--- src/rtl/hazard_ctrl.sv ---
// hazard_ctrl: pipeline hazard controller for the 5-stage core.
// Handles three cases:
//   - load-use hazards, with a one-cycle combinational stall;
//   - mul/div operations, with a counted EX stall;
//   - taken branches, with an IF/ID flush and an ID/EX bubble.
// Optional macro HAZARD_PERF_EN adds three saturating 16-bit performance counters.
module hazard_ctrl #(
    parameter int unsigned MULDIV_LAT = 4,
    parameter int unsigned CNT_W      = 4
) (
    input  logic       clk,
    input  logic       rst,
    input  logic       id_valid,
    input  logic [4:0] id_rs,
    input  logic [4:0] id_rt,
    input  logic       id_uses_rt,
    input  logic       ex_mem_read,
    input  logic [4:0] ex_rt,
    input  logic       ex_muldiv,
    input  logic       ex_branch_taken,
    output logic       pc_write,
    output logic       ifid_write,
    output logic       ifid_flush,
    output logic       idex_bubble,
    output logic       idex_hold,
    output logic       muldiv_done,
`ifdef HAZARD_PERF_EN
    output logic       busy,
    output logic [15:0] perf_ldstall_cnt,
    output logic [15:0] perf_md_cnt,
    output logic [15:0] perf_flush_cnt
`else
    output logic       busy
`endif
);

    typedef enum logic [1:0] {
        RUN    = 2'd0,
        MDBUSY = 2'd1,
        MDDONE = 2'd2
    } state_t;

    state_t             state, state_nx;
    logic [CNT_W-1:0]   cnt, cnt_nx;
    logic               ldh;

    // Load-use detection; register 0 never creates a dependency
    always_comb begin
        ldh = id_valid & ex_mem_read & (ex_rt != 5'd0) &
              ((ex_rt == id_rs) | (id_uses_rt & (ex_rt == id_rt)));
    end

    // State and latency counter register
    always_ff @(posedge clk) begin
        if (rst) begin
            state <= RUN;
            cnt   <= '0;
        end else begin
            state <= state_nx;
            cnt   <= cnt_nx;
        end
    end

    // Next-state logic: a mul/div accepted in RUN spends MULDIV_LAT-1 cycles in MDBUSY
    always_comb begin
        state_nx = state;
        cnt_nx   = cnt;
        case (state)
            RUN: begin
                if (!ex_branch_taken && ex_muldiv) begin
                    state_nx = MDBUSY;
                    cnt_nx   = CNT_W'(MULDIV_LAT - 2);
                end
            end
            MDBUSY: begin
                if (cnt == '0) begin
                    state_nx = MDDONE;
                end else begin
                    cnt_nx = cnt - 1'b1;
                end
            end
            MDDONE:  state_nx = RUN;
            default: state_nx = RUN;
        endcase
    end

    // Output decode; all outputs are forced low while reset is asserted
    always_comb begin
        pc_write    = 1'b0;
        ifid_write  = 1'b0;
        ifid_flush  = 1'b0;
        idex_bubble = 1'b0;
        idex_hold   = 1'b0;
        muldiv_done = 1'b0;
        busy        = 1'b0;
        if (!rst) begin
            case (state)
                RUN: begin
                    if (ex_branch_taken) begin
                        ifid_flush  = 1'b1;
                        idex_bubble = 1'b1;
                        pc_write    = 1'b1;
                        ifid_write  = 1'b1;
                    end else if (ex_muldiv) begin
                        idex_hold = 1'b1;
                    end else if (ldh) begin
                        idex_bubble = 1'b1;
                    end else begin
                        pc_write   = 1'b1;
                        ifid_write = 1'b1;
                    end
                end
                MDBUSY: begin
                    idex_hold = 1'b1;
                    busy      = 1'b1;
                end
                MDDONE: begin
                    muldiv_done = 1'b1;
                    busy        = 1'b1;
                    if (ldh) begin
                        idex_bubble = 1'b1;
                    end else begin
                        pc_write   = 1'b1;
                        ifid_write = 1'b1;
                    end
                end
                default: ;
            endcase
        end
    end

`ifdef HAZARD_PERF_EN
    logic ldstall;

    // A load-use stall is a bubble without a flush
    always_comb begin
        ldstall = idex_bubble & ~ifid_flush;
    end

    // Saturating event counters
    always_ff @(posedge clk) begin
        if (rst) begin
            perf_ldstall_cnt <= '0;
            perf_md_cnt      <= '0;
            perf_flush_cnt   <= '0;
        end else begin
            if (ldstall && perf_ldstall_cnt != '1)
                perf_ldstall_cnt <= perf_ldstall_cnt + 16'd1;
            if (muldiv_done && perf_md_cnt != '1)
                perf_md_cnt <= perf_md_cnt + 16'd1;
            if (ifid_flush && perf_flush_cnt != '1)
                perf_flush_cnt <= perf_flush_cnt + 16'd1;
        end
    end
`endif

endmodule

--- config.mk ---
export PLATFORM = sky130hd
export DESIGN_NAME = hazard_ctrl
export DESIGN_NICKNAME = d
export VERILOG_FILES = /design/src/rtl/hazard_ctrl.sv
export SDC_FILE = /design/constraint.sdc
export NUM_CORES = 1
export LEC_CHECK = 0
export CAP_MARGIN = 20
export CORE_ASPECT_RATIO = 1.5
export CORE_UTILIZATION = 26
export DETAILED_ROUTE_END_ITERATION = 10
export SLEW_MARGIN = 20
export SYNTH_ARGS = -nofsm -noshare
export SYNTH_HDL_FRONTEND = slang
export SYNTH_SLANG_ARGS = --single-unit
--- constraint.sdc ---
create_clock -name clk -period 1.8 [get_ports clk]
set_input_delay 0.45 -clock clk [delete_from_list [all_inputs] [get_ports clk]]
set_output_delay 0.45 -clock clk [all_outputs]
set_load 0.005 [all_outputs]
Word-level counts from Yosys, hierarchy flattened
Index checks and enable logic that the tools add are counted.

Latch bits: 0. Memory bits (read-only): 0. Input port bits: 22. RAM bits: 0. Bits in registers: 6. Memories kept: 0.

Multiplexer cells: 27. Multiply operators: 0. Equality and inequality tests: 7. Add/subtract/negate cells: 1. $lt $le $gt $ge: 0. Shifts and indexed selects: 0. Bitwise operators: 5. Divide/modulo/power cells: 0. Reductions and logical operators: 9.

Operators with widths (count): $mux W1 (18); $eq A5 B5 Y1 (2); $mux W4 (2); $pmux W4 S2 (1); $ne A2 B2 Y1 const B (3); $pmux W1 S2 (3); $reduce_bool A5 Y1 (1); $and A1 B1 Y1 (4); $logic_not A4 Y1 (1); $mux W2 (2); $pmux W2 S2 (1); $sub A4 B1 Y4 const B (1); $reduce_and A3 Y1 (1); $eq A2 B1 Y1 const B (1); $eq A2 B2 Y1 const B (1); $logic_not A2 Y1 (1); $reduce_and A2 Y1 (1); $reduce_bool A2 Y1 (1); $reduce_or A2 Y1 (1); $logic_and A1 B1 Y1 (1); $logic_not A1 Y1 (1); $or A1 B1 Y1 (1).

Longest topological paths before layout
Word-level depth: 9. Gate-level depth with buffers: 7. Mapped depth without buffers: 6.

Worst setup path before layout
Ideal clock, no wire load.

Path type: input -> output. From: in ex_rt[1]. To: out pc_write. Arrival time: 1.437 ns. Data required time: 1.350 ns. Buffers on the path: 1. Path slack: -0.087 ns. Cell stages on the path: 4. Path through: or4_1 > o2111ai_1 > o21ba_1 > buf_4.

Longest elaborated chain between the ends: 9. Elaborated cells between the ends (all ways): 12. Classes of those cells: eq/ne: 2; mux: 5; bitwise: 4; reduce/logical: 1.

RTL lines: start: declaration (RTL line 18) `input logic [4:0] ex_rt,`; $eq A5 B5 Y1 (RTL line 50) `((ex_rt == id_rs) | (id_uses_rt & (ex_rt == id_rt)));`; $and A1 B1 Y1 (RTL line 50); $or A1 B1 Y1 (RTL line 50); $and A1 B1 Y1 (*) (RTL line 49) `ldh = id_valid & ex_mem_read & (ex_rt != 5'd0) &`; $mux W1 (*); $mux W1 (2 in series); $pmux W1 S2 (*); $mux W1 (*); end: declaration (RTL line 21) `output logic pc_write,`.

Mark *: on every way between the ends. The rest lies on a longest branch, timed or not.

Final worst setup path
From: in id_rt[3]. To: out idex_bubble.

Longest elaborated chain between the ends: 9.

RTL lines: start: declaration (RTL line 15) `input logic [4:0] id_rt,`; $eq A5 B5 Y1 (*) (RTL line 50); $and A1 B1 Y1 (*) (RTL line 50); $or A1 B1 Y1 (*) (RTL line 50); $and A1 B1 Y1 (*) (RTL line 49); $mux W1 (*) (RTL line 106, 120); $mux W1 (RTL line 104) `end else if (ex_muldiv) begin`; $mux W1 (RTL line 99) `if (ex_branch_taken) begin`; $pmux W1 S2 (*) (RTL line 97) `case (state)`; $mux W1 (*) (RTL line 96) `if (!rst) begin`; end: declaration (RTL line 24) `output logic idex_bubble,`.

Marks and branches as above.

==> metrics.md <==
| Metric | Value |
|---|---|
| Slew margin rel. | `0.750` |
| Setup TNS | `-0.524 ns` |
| Die width | `40.5 µm` |
| Vias per inst | `4.95` |
| Fmax achieved | `499 MHz` |
| Max incr delay on CP | `0.27 ns` |
| Vias in the first global route | `721` |
| Global-route wire length before repair | `2720 µm` |
| Total Routing Usage GR | `0.164` |
| Design area | `1080 µm²` |
| Routed length per instance | `12.5 µm` |
| Crit path launch | `id_rt[3]` |
| Core footprint | `2050 µm²` |
| Hold slack final | `0.477 ns` |
| Final Hold Viols | `0` |
| Clock skew | `0.00618 ns` |
| Final Max Slew Viols | `0` |
| Placed wire-length estimate | `1480 µm` |
| WP depth | `6` |
| Failing checks | `negative setup slack` |
| Layout cell share with drive strength beyond 1 | `0.438` |
| Cell total after placement | `135` |
| Status | `finished, violations left` |
| Ys flop type | `dfxtp_1` |
| Area Growth Syn to Fin | `86.8%` |
| PwrDens | `589 nW/µm²` |
| Kind of cell adding the most delay to the critical path | `compound AO/OA/AOI/OAI gates` |
| Met3 Resource Use GR | `0.0520` |
| Combinational power share | `0.552` |
| HP Class | `reg -> reg` |
| Final routed DRC violation total | `0` |
| Tmin final | `2.00 ns` |
| Pint | `421 µW` |
| Critical path's slowest cell | `o32ai_1` |
| Synth async-reset ratio | `0` |
| Pin count of the biggest net entering global routing | `9` |
| Clock buffer depth | `2` |
| Initial antenna violation count | `0` |
| Filler cells | `213` |
| RSZ-0062 raised after global routing | `yes` |
| CP Max Fanout | `2` |
| DRT antenna net count | `0` |
| Worst Path Buf+Inv | `2` |
| EDFF count, synth | `0` |
| Period Utilization, post-route | `1.11` |
| Yosys synthesis warning count | `0` |
| Dpl cell area | `975 µm²` |
| Clk pwr share | `0.192` |
| Slew @ Worst Pin | `0.375 ns` |
| WL final | `1790 µm` |
| Netlist cell types | `29` |
| Final Non-Filler Cells | `143` |
| TritonCTS Buffers | `3` |
| DRT Pass-1 Iters | `3` |
| Leak | `0.492 nW` |
| Met1 Use GR | `0.130` |
| GPL Wtd Cong | `0.737` |
| Post-synth top area cell | `dfxtp_1` |
| Setup ws final | `-0.203 ns` |
| Clock-pin slew on the worst setup and hold paths | `0.04 ns` |
| Die area | `2420 µm²` |
| Hold Buf Count CTS | `0` |
| I/O Buffers | `28` |
| Worst VDD drop | `0.000430 V` |
| Initial core utilization | `0.282` |
| Gr busiest metal | `met2` |
| Hold depth | `2` |
| Worst path required time | `1.35 ns` |
| Final setup viols | `3` |
| I/O Pins | `29` |
| RR Startpoint | `state[1]` |
| Post-Synthesis Cells | `74` |
| Diodes inserted | `0` |
| First-iteration detailed-routing DRC count | `9` |
| CTS Sinks | `6` |
| Met2 usage | `0.324` |
| Worst-skew pair later-pin latency | `0.25 ns` |
| Root buffer cell | `clkbuf_4` |
| Chip height | `59.8 µm` |
| NetSw | `216 µW` |
| Synth top area cells | `dfxtp_1, xor2_1, ha_1, a21oi_1, nor2_1` |
| Avg Cell Area, Syn | `7.81 µm²` |
| Post-synthesis sequential area ratio | `0.208` |
| Reg2reg setup slack | `0.26 ns` |
| Critical path capture point type | `output port` |
| FF-to-FF End | `cnt[3]` |
| Vias | `708` |
| Most common cell after layout, fill and taps aside | `buf_4` |
| Worst path arrival time | `1.55 ns` |
| Crit Path Class | `in -> out` |
| Worst R2R Path Depth | `8` |
| Synthesized cell area | `578 µm²` |
| Max-cap viol count | `0` |
| Top-area cell type share of the netlist area | `0.208` |
| Post-Syn Nets | `100` |
| GR Overflow Total | `0` |
| Crit start category | `input pin` |
| Sequential power share | `0.256` |
| CP Cell Sequence | `buf_6, xor2_2, nor4_2, a32oi_1, o32ai_1, buf_2` |
| H-tree depth | `1` |
| Endpoint, Worst Hold | `cnt[2]` |
| Commonest non-fill, non-tap cells in the layout | `buf_4, dlygate4sd2_1, buf_6` |
| Min-delay src | `cnt[3]` |
| Flops & latches, synth | `6` |
| Sw Share | `0.339` |
| CTS tree | `yes` |
| Core Rows | `20` |
| Nets@finish | `149` |
sequential cells by signal, summed over array words and instances (netlist names):
register	count
state	2
cnt	4
layout make-up:
type	count	area [µm²]	share of cell area
Inverter	6	22.5	0.0209
Multi-Input combinational cell	59	493	0.457
Sequential cell	6	123	0.114
Timing Repair Buffer	47	392	0.363
Tap cell	22	27.5	0.0255
Clock buffer	3	22.5	0.0209
cell families after synthesis:
family / after synthesis / share of synthesized area
AO/OA/AOI/OAI: 20 / 0.240
buffers and inverters: 9 / 0.0671
XOR/XNOR: 11 / 0.167
flip-flops: 6 / 0.208
adder cells (fa/ha/maj): 4 / 0.0866
AND/OR/NAND/NOR: 24 / 0.232
power by group through the flow:
| stage | registers [mW] | clock network (mW) | logic (mW) |
|---|---|---|---|
| after floorplan | 0.162 | 0 | 0.167 |
| after global placement | 0.162 | 0 | 0.322 |
| after detailed placement | 0.164 | 0 | 0.329 |
| final | 0.163 | 0.122 | 0.351 |
| after CTS | 0.162 | 0.128 | 0.341 |
| after global routing | 0.164 | 0.136 | 0.388 |
worst reg2reg max path, stage by stage (launching register included):
cell     delay [ns]
dfxtp_2        0.32
inv_1          0.07
buf_4          0.13
ha_1           0.19
buf_4          0.15
inv_1          0.12
o21ai_1        0.13
a31o_2         0.25
a21oi_1        0.11
layer usage:
layer / vias up / routed length [µm]
met1: 318 / 587
met4: 0 / 21
met3: 3 / 194
li1: 357 / -
met2: 30 / 983
met5: - / 0
what timing repair did:
| item | CTS | global route |
|---|---|---|
| gates resized for setup | 67 | 22 |
| setup buffers | 5 | 0 |
| cloned | 0 | 0 |
| endpoints found under the setup margin | 7 | 6 |
| pin swaps | 15 | 13 |
cell usage after synthesis (all sizes together) (2+ instances only):
cell	count
xor2	9
a21oi	7
nor2	7
dfxtp	6
inv	6
ha	4
nor2b	4
a211oi	3
nand2b	3
a31o	2
buf	2
nand2	2
nand4	2
nor3	2
xnor2	2
stage by stage:
stage	total power, mW	setup slack [ns]	util
after floorplan	0.329	-0.0870	-
after global routing	0.688	-0.276	0.526
after global placement	0.484	-1.05	0.475
after detailed placement	0.493	-1.02	0.475
after CTS	0.631	-0.240	0.506
final	0.636	-0.203	0.526
worst max path at each step:
stage,endpoint
after floorplan,pc_write
after global placement,idex_bubble
final,idex_bubble
after detailed placement,idex_bubble
after global routing,idex_bubble
after CTS,idex_bubble
Power figures use the tool's default switching activity.
